===== src/rtl/ram_arb_pkg.sv =====
// Shared parameters, tag layout and index helpers for the RAM port arbiter.
package ram_arb_pkg;

    localparam int NUM_CLIENTS_DEF = 4;
    localparam int ADDR_W_DEF      = 8;
    localparam int DATA_W_DEF      = 32;

    function automatic int idx_w(input int n);
        return (n > 1) ? $clog2(n) : 1;
    endfunction

    localparam int IDX_W = idx_w(NUM_CLIENTS_DEF);

    // Port tag = {valid, client index}; the index field covers the 8-client maximum.
    localparam int TAG_IDX_W   = 3;
    localparam int TAG_W       = TAG_IDX_W + 1;
    localparam int TAG_VLD_BIT = TAG_IDX_W;
    localparam logic [TAG_W-1:0] TAG_IDLE = {TAG_W{1'b0}};

    function automatic int wrap_inc(input int idx, input int n);
        return (idx + 1 >= n) ? 0 : idx + 1;
    endfunction

    function automatic logic [TAG_W-1:0] make_tag(input logic vld, input int idx);
        return {vld, TAG_IDX_W'(idx)};
    endfunction

endpackage


===== src/rtl/ram_port_arbiter_rr_pick.sv =====
// Combinational round-robin picker: first set request at or after the start index.
module rr_pick #(
    parameter int N  = 4,
    parameter int IW = 2
) (
    input  logic [N-1:0]  req,
    input  logic [IW-1:0] start,
    output logic [N-1:0]  grant,
    output logic [IW-1:0] idx,
    output logic          any
);

    // Walk the requests from start with wrap-around; the first hit wins.
    always_comb begin
        logic [IW-1:0] c;
        logic          hit;
        grant = {N{1'b0}};
        idx   = {IW{1'b0}};
        any   = 1'b0;
        c     = {IW{1'b0}};
        hit   = 1'b0;
        for (int k = 0; k < N; k++) begin
            c        = IW'((int'(start) + k) % N);
            hit      = req[c] & ~any;
            grant[c] = hit;
            idx      = hit ? c : idx;
            any      = any | hit;
        end
    end

endmodule


===== src/rtl/ram_port_arbiter.sv =====
// Shares one write port and two synchronous read ports of a RAM among several clients,
// returning read data to the issuing client one cycle after its grant.
module ram_port_arbiter
    import ram_arb_pkg::*;
#(
    parameter int NUM_CLIENTS = NUM_CLIENTS_DEF,
    parameter int ADDR_W      = ADDR_W_DEF,
    parameter int DATA_W      = DATA_W_DEF
) (
    input  logic                          clk,
    input  logic                          rst_n,
    input  logic [NUM_CLIENTS-1:0]        req_valid,
    input  logic [NUM_CLIENTS-1:0]        req_write,
    input  logic [NUM_CLIENTS*ADDR_W-1:0] req_addr,
    input  logic [NUM_CLIENTS*DATA_W-1:0] req_wdata,
    output logic [NUM_CLIENTS-1:0]        req_ready,
    output logic [NUM_CLIENTS-1:0]        rsp_valid,
    output logic [NUM_CLIENTS*DATA_W-1:0] rsp_rdata,
    output logic [ADDR_W-1:0]             ram_addr_a,
    output logic [ADDR_W-1:0]             ram_addr_b,
    output logic [ADDR_W-1:0]             ram_addr_wr,
    output logic [DATA_W-1:0]             ram_data_in,
    output logic                          ram_we,
    input  logic [DATA_W-1:0]             ram_data_a,
    input  logic [DATA_W-1:0]             ram_data_b
);

    localparam int IW = idx_w(NUM_CLIENTS);

    logic [IW-1:0]          wr_ptr_r;
    logic [IW-1:0]          rd_ptr_r;
    logic [TAG_W-1:0]       tag_a_r;
    logic [TAG_W-1:0]       tag_b_r;

    logic [NUM_CLIENTS-1:0] wr_req_s;
    logic [NUM_CLIENTS-1:0] rd_elig_s;
    logic [NUM_CLIENTS-1:0] rd_req_b_s;
    logic [NUM_CLIENTS-1:0] wr_gnt_s;
    logic [NUM_CLIENTS-1:0] a_gnt_s;
    logic [NUM_CLIENTS-1:0] b_gnt_s;
    logic [IW-1:0]          wr_idx_s;
    logic [IW-1:0]          a_idx_s;
    logic [IW-1:0]          b_idx_s;
    logic [IW-1:0]          b_start_s;
    logic                   wr_any_s;
    logic                   a_any_s;
    logic                   b_any_s;
    logic [ADDR_W-1:0]      wr_addr_s;

    // Write candidates.
    always_comb begin
        wr_req_s = req_valid & req_write;
    end

    rr_pick #(.N(NUM_CLIENTS), .IW(IW)) u_wr_pick (
        .req(wr_req_s), .start(wr_ptr_r), .grant(wr_gnt_s), .idx(wr_idx_s), .any(wr_any_s)
    );

    // Readers hitting the address being written this cycle wait, so they see the new data.
    always_comb begin
        wr_addr_s = req_addr[wr_idx_s*ADDR_W +: ADDR_W];
        rd_elig_s = {NUM_CLIENTS{1'b0}};
        for (int i = 0; i < NUM_CLIENTS; i++) begin
            rd_elig_s[i] = req_valid[i] && !req_write[i] &&
                           !(wr_any_s && (req_addr[i*ADDR_W +: ADDR_W] == wr_addr_s));
        end
    end

    rr_pick #(.N(NUM_CLIENTS), .IW(IW)) u_rd_a_pick (
        .req(rd_elig_s), .start(rd_ptr_r), .grant(a_gnt_s), .idx(a_idx_s), .any(a_any_s)
    );

    // Port B searches after port A's winner, with that winner removed.
    always_comb begin
        b_start_s  = IW'(wrap_inc(int'(a_idx_s), NUM_CLIENTS));
        rd_req_b_s = rd_elig_s & ~a_gnt_s;
    end

    rr_pick #(.N(NUM_CLIENTS), .IW(IW)) u_rd_b_pick (
        .req(rd_req_b_s), .start(b_start_s), .grant(b_gnt_s), .idx(b_idx_s), .any(b_any_s)
    );

    // Grant handshake and RAM port drive; everything forced low while in reset.
    always_comb begin
        req_ready   = {NUM_CLIENTS{1'b0}};
        ram_we      = 1'b0;
        ram_addr_wr = {ADDR_W{1'b0}};
        ram_data_in = {DATA_W{1'b0}};
        ram_addr_a  = {ADDR_W{1'b0}};
        ram_addr_b  = {ADDR_W{1'b0}};
        if (rst_n) begin
            req_ready   = wr_gnt_s | a_gnt_s | b_gnt_s;
            ram_we      = wr_any_s;
            ram_addr_wr = wr_any_s ? wr_addr_s : {ADDR_W{1'b0}};
            ram_data_in = wr_any_s ? req_wdata[wr_idx_s*DATA_W +: DATA_W] : {DATA_W{1'b0}};
            ram_addr_a  = a_any_s ? req_addr[a_idx_s*ADDR_W +: ADDR_W] : {ADDR_W{1'b0}};
            ram_addr_b  = b_any_s ? req_addr[b_idx_s*ADDR_W +: ADDR_W] : {ADDR_W{1'b0}};
        end else begin
            req_ready = {NUM_CLIENTS{1'b0}};
        end
    end

    // Round-robin pointers and per-port response tags.
    always_ff @(posedge clk or negedge rst_n) begin
        if (!rst_n) begin
            wr_ptr_r <= {IW{1'b0}};
            rd_ptr_r <= {IW{1'b0}};
            tag_a_r  <= TAG_IDLE;
            tag_b_r  <= TAG_IDLE;
        end else begin
            wr_ptr_r <= wr_any_s ? IW'(wrap_inc(int'(wr_idx_s), NUM_CLIENTS)) : wr_ptr_r;
            if (b_any_s) begin
                rd_ptr_r <= IW'(wrap_inc(int'(b_idx_s), NUM_CLIENTS));
            end else if (a_any_s) begin
                rd_ptr_r <= IW'(wrap_inc(int'(a_idx_s), NUM_CLIENTS));
            end else begin
                rd_ptr_r <= rd_ptr_r;
            end
            tag_a_r <= make_tag(a_any_s, int'(a_idx_s));
            tag_b_r <= make_tag(b_any_s, int'(b_idx_s));
        end
    end

    // Route the RAM read data to the client named in each valid tag.
    always_comb begin
        rsp_valid = {NUM_CLIENTS{1'b0}};
        rsp_rdata = {(NUM_CLIENTS*DATA_W){1'b0}};
        for (int i = 0; i < NUM_CLIENTS; i++) begin
            if (tag_a_r[TAG_VLD_BIT] && (tag_a_r[TAG_IDX_W-1:0] == TAG_IDX_W'(i))) begin
                rsp_valid[i]                 = 1'b1;
                rsp_rdata[i*DATA_W +: DATA_W] = ram_data_a;
            end else if (tag_b_r[TAG_VLD_BIT] && (tag_b_r[TAG_IDX_W-1:0] == TAG_IDX_W'(i))) begin
                rsp_valid[i]                 = 1'b1;
                rsp_rdata[i*DATA_W +: DATA_W] = ram_data_b;
            end else begin
                rsp_valid[i]                 = 1'b0;
                rsp_rdata[i*DATA_W +: DATA_W] = {DATA_W{1'b0}};
            end
        end
    end

endmodule


===== config.mk =====
export PLATFORM = sky130hd
export DESIGN_NAME = ram_port_arbiter
export DESIGN_NICKNAME = d
export VERILOG_FILES = /design/src/rtl/ram_arb_pkg.sv /design/src/rtl/ram_port_arbiter_rr_pick.sv /design/src/rtl/ram_port_arbiter.sv
export SDC_FILE = /design/constraint.sdc
export NUM_CORES = 1
export LEC_CHECK = 0
export CAP_MARGIN = 20
export CORE_AREA = 2 2 164 166
export CTS_BUF_LIST = sky130_fd_sc_hd__clkbuf_8
export CTS_CLUSTER_DIAMETER = 80
export DETAILED_ROUTE_END_ITERATION = 10
export DIE_AREA = 0 0 166 168
export SLEW_MARGIN = 20
export SYNTH_ARGS = -nofsm -noshare
export SYNTH_HDL_FRONTEND = slang
export SYNTH_SLANG_ARGS = --single-unit

===== constraint.sdc =====
create_clock -name clk -period 21.9 [get_ports clk]
set_clock_uncertainty 0.2 [all_clocks]
set_input_delay 3.285 -clock clk [delete_from_list [all_inputs] [get_ports clk]]
set_output_delay 3.285 -clock clk [all_outputs]
set_load 0.01 [all_outputs]

After elaboration in Yosys (flattened, before gate mapping)
Index checks and enable logic that the tools add are counted.
{"block": "totals", "in_bits": 234, "reg_bits": 10, "wordCells": 235, "output_inout_bits": 193}
{"block": "classes", "magnitude_cmp": 27, "shifts": 4, "muxes": 100, "n_reduce_logical": 43, "eq_ne": 10, "n_bitwise": 35, "n_addsub": 12}
{"operator": "32-bit two-way mux", "n": 10}
{"operator": "128-bit by 8-bit variable part select with 32-bit output", "n": 1}
{"operator": "32-bit by 6-bit variable part select with 8-bit output", "n": 3}
{"operator": "8-bit two-way mux", "n": 6}
{"operator": "4-bit bitwise mux", "n": 9}
{"operator": "2-bit by 3-bit less-than comparator with 1-bit output (second input constant)", "n": 12}
{"operator": "2-bit two-way mux", "n": 17}
{"operator": "1-bit two-way mux", "n": 33}
{"operator": "8-bit == test", "n": 4}
{"operator": "1-bit logical AND", "n": 32}
{"operator": "1-bit binary-select mux with 2-bit select", "n": 12}
{"operator": "1-bit demux with 2-bit select", "n": 12}
{"operator": "2-bit by 1-bit greater-or-equal comparator with 1-bit output (second input constant)", "n": 12}
{"operator": "4-bit AND", "n": 5}
{"operator": "2-bit adder (second input constant)", "n": 6}
{"operator": "2-bit by 1-bit adder with 3-bit output (second input constant)", "n": 3}
{"operator": "1-bit AND", "n": 9}
{"operator": "3-bit greater-or-equal comparator (second input constant)", "n": 3}
{"operator": "1-bit inverter", "n": 9}
{"operator": "1-bit bitwise OR", "n": 9}
{"operator": "2-bit == test (second input constant)", "n": 4}
{"operator": "1-bit logical NOT", "n": 8}
{"operator": "4-bit bitwise OR", "n": 2}
{"operator": "2-bit by 1-bit adder with 2-bit output (second input constant)", "n": 3}
{"operator": "5 further kinds", "n": 7}

Logic depth before layout (Yosys ltp)
{"block": "logic_depth", "depth_word": 46, "mapped_depth": 33, "mapped_depth_nobuf": 23}

Modules after synthesis
Synthesis repeated with hierarchy kept, for this count alone.
{"block": "unflattened", "cells_unflattened": 651, "area_unflattened_um2": 5954.5}
{"mod": "ram_port_arbiter", "cells_per_inst": 489, "instances": 1, "seq_area_each_um2": 250.2, "area_each_um2": 4514.3}
{"mod": "rr_pick (u_rd_a_pick ...)", "cells_per_inst": 52, "instances": 2, "seq_area_each_um2": 0.0, "area_each_um2": 478.0}
{"mod": "rr_pick (u_wr_pick)", "cells_per_inst": 58, "instances": 1, "seq_area_each_um2": 0.0, "area_each_um2": 484.2}

Least setup slack after synthesis
Ideal clock, no wire load.
{"block": "synth_path", "kind": "input -> output", "start": "input req_valid[2]", "end": "output ram_addr_b[5]", "stages": 26, "arrival_ns": 9.497, "required_ns": 18.415, "setup_slack_ns": 8.918, "path_buffers": 6, "path_cell_list": "and2_1 -> buf_2 -> mux4_2 -> mux2i_1 -> mux2i_1 -> mux2_2 -> a211o_1 -> nor2b_1 -> or3_1 -> a221oi_2 -> nor2b_1 -> nand2_1 -> inv_1 -> clkbuf_1 -> clkbuf_1 -> clkbuf_1 -> ha_1 -> clkbuf_1 -> nor2_1 -> o31ai_1 -> o21a_1 -> o221ai_1 -> inv_2 -> buf_4 -> mux2i_1 -> o32ai_1"}
{"block": "synth_between", "elab_chain_cells": 45, "word_cells_on_any_way": 96, "cone_classes": "add/sub: 4; order compare: 1; eq/ne: 4; shift: 2; mux: 42; bitwise: 30; reduce/logical: 13"}
{"element": "start: declaration", "line_no": "ram_port_arbiter.sv:12", "rtl": "input logic [NUM_CLIENTS-1:0] req_valid,"}
{"element": "4-bit AND", "line_no": "ram_port_arbiter.sv:52", "rtl": "wr_req_s = req_valid & req_write;"}
{"element": "1-bit binary-select mux with 2-bit select", "line_no": "ram_port_arbiter_rr_pick.sv:24", "rtl": "hit = req[c] & ~any;"}
{"element": "1-bit two-way mux (not written as such)", "line_no": "ram_port_arbiter_rr_pick.sv:24"}
{"element": "1-bit inverter", "line_no": "ram_port_arbiter_rr_pick.sv:24"}
{"element": "1-bit AND", "line_no": "ram_port_arbiter_rr_pick.sv:24"}
{"element": "1-bit bitwise OR", "line_no": "ram_port_arbiter_rr_pick.sv:27", "rtl": "any = any | hit;"}
{"element": "1-bit inverter", "line_no": "ram_port_arbiter_rr_pick.sv:24"}
{"element": "1-bit AND", "line_no": "ram_port_arbiter_rr_pick.sv:24"}
{"element": "[... 30 more ...]"}
{"element": "1-bit bitwise OR", "line_no": "ram_port_arbiter_rr_pick.sv:27"}
{"element": "1-bit inverter", "line_no": "ram_port_arbiter_rr_pick.sv:24"}
{"element": "1-bit AND", "line_no": "ram_port_arbiter_rr_pick.sv:24"}
{"element": "2-bit two-way mux (*)", "line_no": "ram_port_arbiter_rr_pick.sv:26", "rtl": "idx = hit ? c : idx;"}
{"element": "via b_idx_s[1]", "line_no": "ram_port_arbiter.sv:43", "rtl": "logic [IW-1:0] b_idx_s;"}
{"element": "32-bit by 6-bit variable part select with 8-bit output (*)", "line_no": "ram_port_arbiter.sv:97", "rtl": "ram_addr_b = b_any_s ? req_addr[b_idx_s*ADDR_W +: ADDR_W] : {ADDR_W{1'b0}};"}
{"element": "8-bit two-way mux (*)", "line_no": "ram_port_arbiter.sv:97"}
{"element": "8-bit two-way mux (*)", "line_no": "ram_port_arbiter.sv:91", "rtl": "if (rst_n) begin"}
{"element": "end: declaration", "line_no": "ram_port_arbiter.sv:20", "rtl": "output logic [ADDR_W-1:0] ram_addr_b,"}
Mark *: on every way through the listed nets, which the timed path passes. The rest lies on a longest branch. The select of a mux whose other input is x is not followed.

Final worst setup path
{"block": "layout_path", "start": "input req_valid[1]", "end": "output ram_addr_b[2]"}
{"block": "layout_between", "elab_chain_cells": 45, "word_cells_on_any_way": 96, "cone_classes": "add/sub: 4; order compare: 1; eq/ne: 4; shift: 2; mux: 42; bitwise: 30; reduce/logical: 13"}
{"element": "4-bit AND", "line_no": "ram_port_arbiter.sv:52"}
{"element": "1-bit binary-select mux with 2-bit select", "line_no": "ram_port_arbiter_rr_pick.sv:24"}
{"element": "1-bit two-way mux (not written as such)", "line_no": "ram_port_arbiter_rr_pick.sv:24"}
{"element": "1-bit inverter", "line_no": "ram_port_arbiter_rr_pick.sv:24"}
{"element": "1-bit AND", "line_no": "ram_port_arbiter_rr_pick.sv:24"}
{"element": "1-bit bitwise OR", "line_no": "ram_port_arbiter_rr_pick.sv:27"}
{"element": "1-bit inverter", "line_no": "ram_port_arbiter_rr_pick.sv:24"}
{"element": "1-bit AND", "line_no": "ram_port_arbiter_rr_pick.sv:24"}
{"element": "[... 29 more ...]"}
{"element": "1-bit AND", "line_no": "ram_port_arbiter_rr_pick.sv:24"}
{"element": "1-bit bitwise OR", "line_no": "ram_port_arbiter_rr_pick.sv:27"}
{"element": "1-bit inverter", "line_no": "ram_port_arbiter_rr_pick.sv:24"}
{"element": "1-bit AND", "line_no": "ram_port_arbiter_rr_pick.sv:24"}
{"element": "2-bit two-way mux", "line_no": "ram_port_arbiter_rr_pick.sv:26"}
{"element": "32-bit by 6-bit variable part select with 8-bit output", "line_no": "ram_port_arbiter.sv:97"}
{"element": "8-bit two-way mux (*)", "line_no": "ram_port_arbiter.sv:97"}
{"element": "8-bit two-way mux (*)", "line_no": "ram_port_arbiter.sv:91"}
Every way passes the cells marked *; elsewhere a longest branch is shown, timed or not. The select of a mux whose other input is x is not followed.

==> flow_metrics.tcl <==
set metrics [dict create \
    insertion_delay_ns 0.25 \
    seq_area_frac_synth 0.0369 \
    fin_nets 1499 \
    post-route-period-util 0.705 \
    yosys_register_bits 10 \
    routedWlPerCell_um 27.1 \
    dp_worst_setup_slack_ns 6.48 \
    drt_iter0_drc 987 \
    grt_setup_unrepaired "no" \
    p_leak_uw 0.00410 \
    start_util 0.257 \
    grtUsageMet3 0.125 \
    fillers 2636 \
    yosys.area.top_type "a22o_1" \
    antenna_found_initial 2 \
    grt_max_degree 72 \
    areaGrowthSynthToFinish_pct 66.7 \
    ys.flop_type "dfrtp_1" \
    drt_pass1_iterations 6 \
    via_per_inst 5.98 \
    fin_tns_setup_ns 0 \
    cts_max_level 1 \
    busiest_layer "met2" \
    cts_resized 0 \
    core-area_um2 26400 \
    syn_area_um2 6780 \
    cts_buffer_depth 2 \
    yosysMostFrequentCell "a22o_1" \
    dieArea_um2 27900 \
    cts_setup_buffers 0 \
    synth_edf_count 0 \
    root_buffer "clkbuf_8" \
    vdd_drop_max_v 0.0000687 \
    fin_ws_ns 6.46 \
    synth.top_cells.by_count "a22o_1 (129), clkbuf_1 (77), nand2_1 (72), nor2_1 (54), and2_1 (45)" \
    synth_cell_type_count 78 \
    cp-end-kind "primary output" \
    tritoncts "yes" \
    std_cell_rows 60 \
    drive_gt1_frac 0.0782 \
    io_pins 427 \
    clock-sinks 10 \
    grtUsageMet2 0.447 \
    syn-instance-count 904 \
    hp-class "flop to flop" \
    cts_buffers 3 \
    utilization 0.429 \
    slew_headroom 0.338 \
    port_buffers 426 \
    total_power_uw 1590 \
    ant_nets 0 \
    synth_async_sr_flop_share 1.00 \
    slew_violations 0 \
    postCtsHoldBufs 0 \
    drc_errors 0 \
    syn_area_per_cell_um2 7.50 \
    drv_cap 0 \
    synth_area_leaders "a22o_1 (17%), mux4_2 (12%), mux2i_1 (5.8%)" \
    grt_pass1_vias 8805 \
    setup_viol 0 \
    via_count 9538 \
    powerDensity_nw_per_um2 141 \
    ys_warn_count 0 \
    die_h_um 168 \
    cp_max_fo 32 \
    place_hpwl_mm 34.5 \
    grt_overflow 0 \
    wl_mm 43.2 \
    max_freq_mhz 64.8 \
    outcome "finished clean" \
    tightest_slew_ns 0.994 \
    die_x_um 166 \
    gp_congestion 1.01 \
    grtUsageMet1 0.367 \
    critPathKind "input port to primary output" \
    worstPathArrival_ns 11.95 \
    track_usage 0.286 \
    grt_pass1_wl_mm 60.4 \
    synth_top_area_share 0.167 \
    path_clk_slew_ns 0.06 \
    hold_viol 0 \
    cp-start-kind "input port" \
    worstPathRequired_ns 18.42 \
    syn_nets 1149 \
    min_period_ns 15.44 \
]
-- cell usage in the layout (no fill, tap or decap), types with 17 or more instances in the layout --
| cell | synthesis | layout |
|---|---|---|
| mux2i_1 | 39 | 39 |
| nand3_1 | 19 | 19 |
| inv_1 | 27 | 27 |
| clkdlybuf4s50_1 | 0 | 426 |
| nand2_1 | 72 | 72 |
| buf_4 | 2 | 17 |
| mux4_2 | 37 | 37 |
| nor2_1 | 54 | 49 |
| a211oi_1 | 29 | 29 |
| o21ai_0 | 29 | 29 |
| nor3_1 | 22 | 21 |
| a21oi_1 | 29 | 29 |
| a22o_1 | 129 | 129 |
| and2_1 | 45 | 45 |
| xnor2_1 | 22 | 22 |
| nor2b_1 | 17 | 17 |
-- report_power, final --
group          total, µW  leakage (µW)  switching, µW  internal, µW
clock network       25.0     0.0000288           9.06          15.9
logic               1520       0.00396            827           698
registers           43.6      0.000117           14.4          29.2
total               1590       0.00410            851           743
-- cell families after synthesis --
group                    synth area share
flip-flops                         0.0369
adder cells (fa/ha/maj)            0.0203
XOR/XNOR                           0.0465
multiplexers                        0.200
buffers and inverters              0.0751
AO/OA/AOI/OAI                       0.403
AND/OR/NAND/NOR                     0.217
-- worst max-delay path, cell delays in order --
cell and delay [ns]:
clkdlybuf4s50_1 0.56, nand2_1 0.16, mux4_2 0.55, mux2_2 0.56, mux2_2 0.39, a221oi_1 0.29, nor4_1 0.10, a31oi_1 0.74
nand2_1 0.18, and2_1 0.19, a211o_1 0.29, nand2_1 0.48, inv_1 0.61, ha_1 0.49, nor2_1 0.46, mux2_2 0.41
o311a_1 0.39, nor3b_1 0.16, a21oi_1 0.79, o32ai_1 0.24, clkdlybuf4s50_1 0.58
-- per-layer routing --
| metal | wire length, µm | part of all wire |
|---|---|---|
| met1 | 17600 | 0.41 |
| met2 | 19100 | 0.44 |
| met3 | 5460 | 0.13 |
| met4 | 1060 | 0.025 |
| met5 | 0 | 0 |
-- worst paths after layout --
kind | start | to | slack, ns | depth (start not counted)
worst min register to register | rd_ptr_r[0] | tag_a_r[0] | 0.61 | 2
worst min-delay path | rd_ptr_r[0] | tag_a_r[0] | 0.61 | 2
worst max-delay path | req_valid[1] | ram_addr_b[2] | 6.46 | 21
max in group asynchronous | rst_n | rd_ptr_r[0] | 18.11 | 2
min in group asynchronous | rst_n | wr_ptr_r[1] | 3.17 | 2
worst max register to register | wr_ptr_r[0] | rd_ptr_r[1] | 12.19 | 23
-- registers in the layout (all words and copies together), names as in the netlist --
signal / count
rd_ptr_r: 2
tag_a_r: 3
tag_b_r: 3
wr_ptr_r: 2
-- cell type report --
cell class              count  area [µm²]  share of cell area
diodes                      1        2.50            0.000221
clock buffers               4        55.1             0.00487
inverters                  29         109             0.00963
multi-input cells         767        6070               0.537
flip-flops and latches     10         250              0.0221
well taps                 341         427              0.0377
repair buffers            443        4390               0.388
-- metrics by stage --
step	cell area, µm²	hold WS, ns	std cells
after global placement	11200	0.589	1590
after global routing	11300	0.626	1594
after CTS	11300	0.571	1594
final	11300	0.609	1595
after floorplan	6780	0.439	904
after detailed placement	11200	0.560	1590
Note: power is estimated with default switching activity, not from simulation.
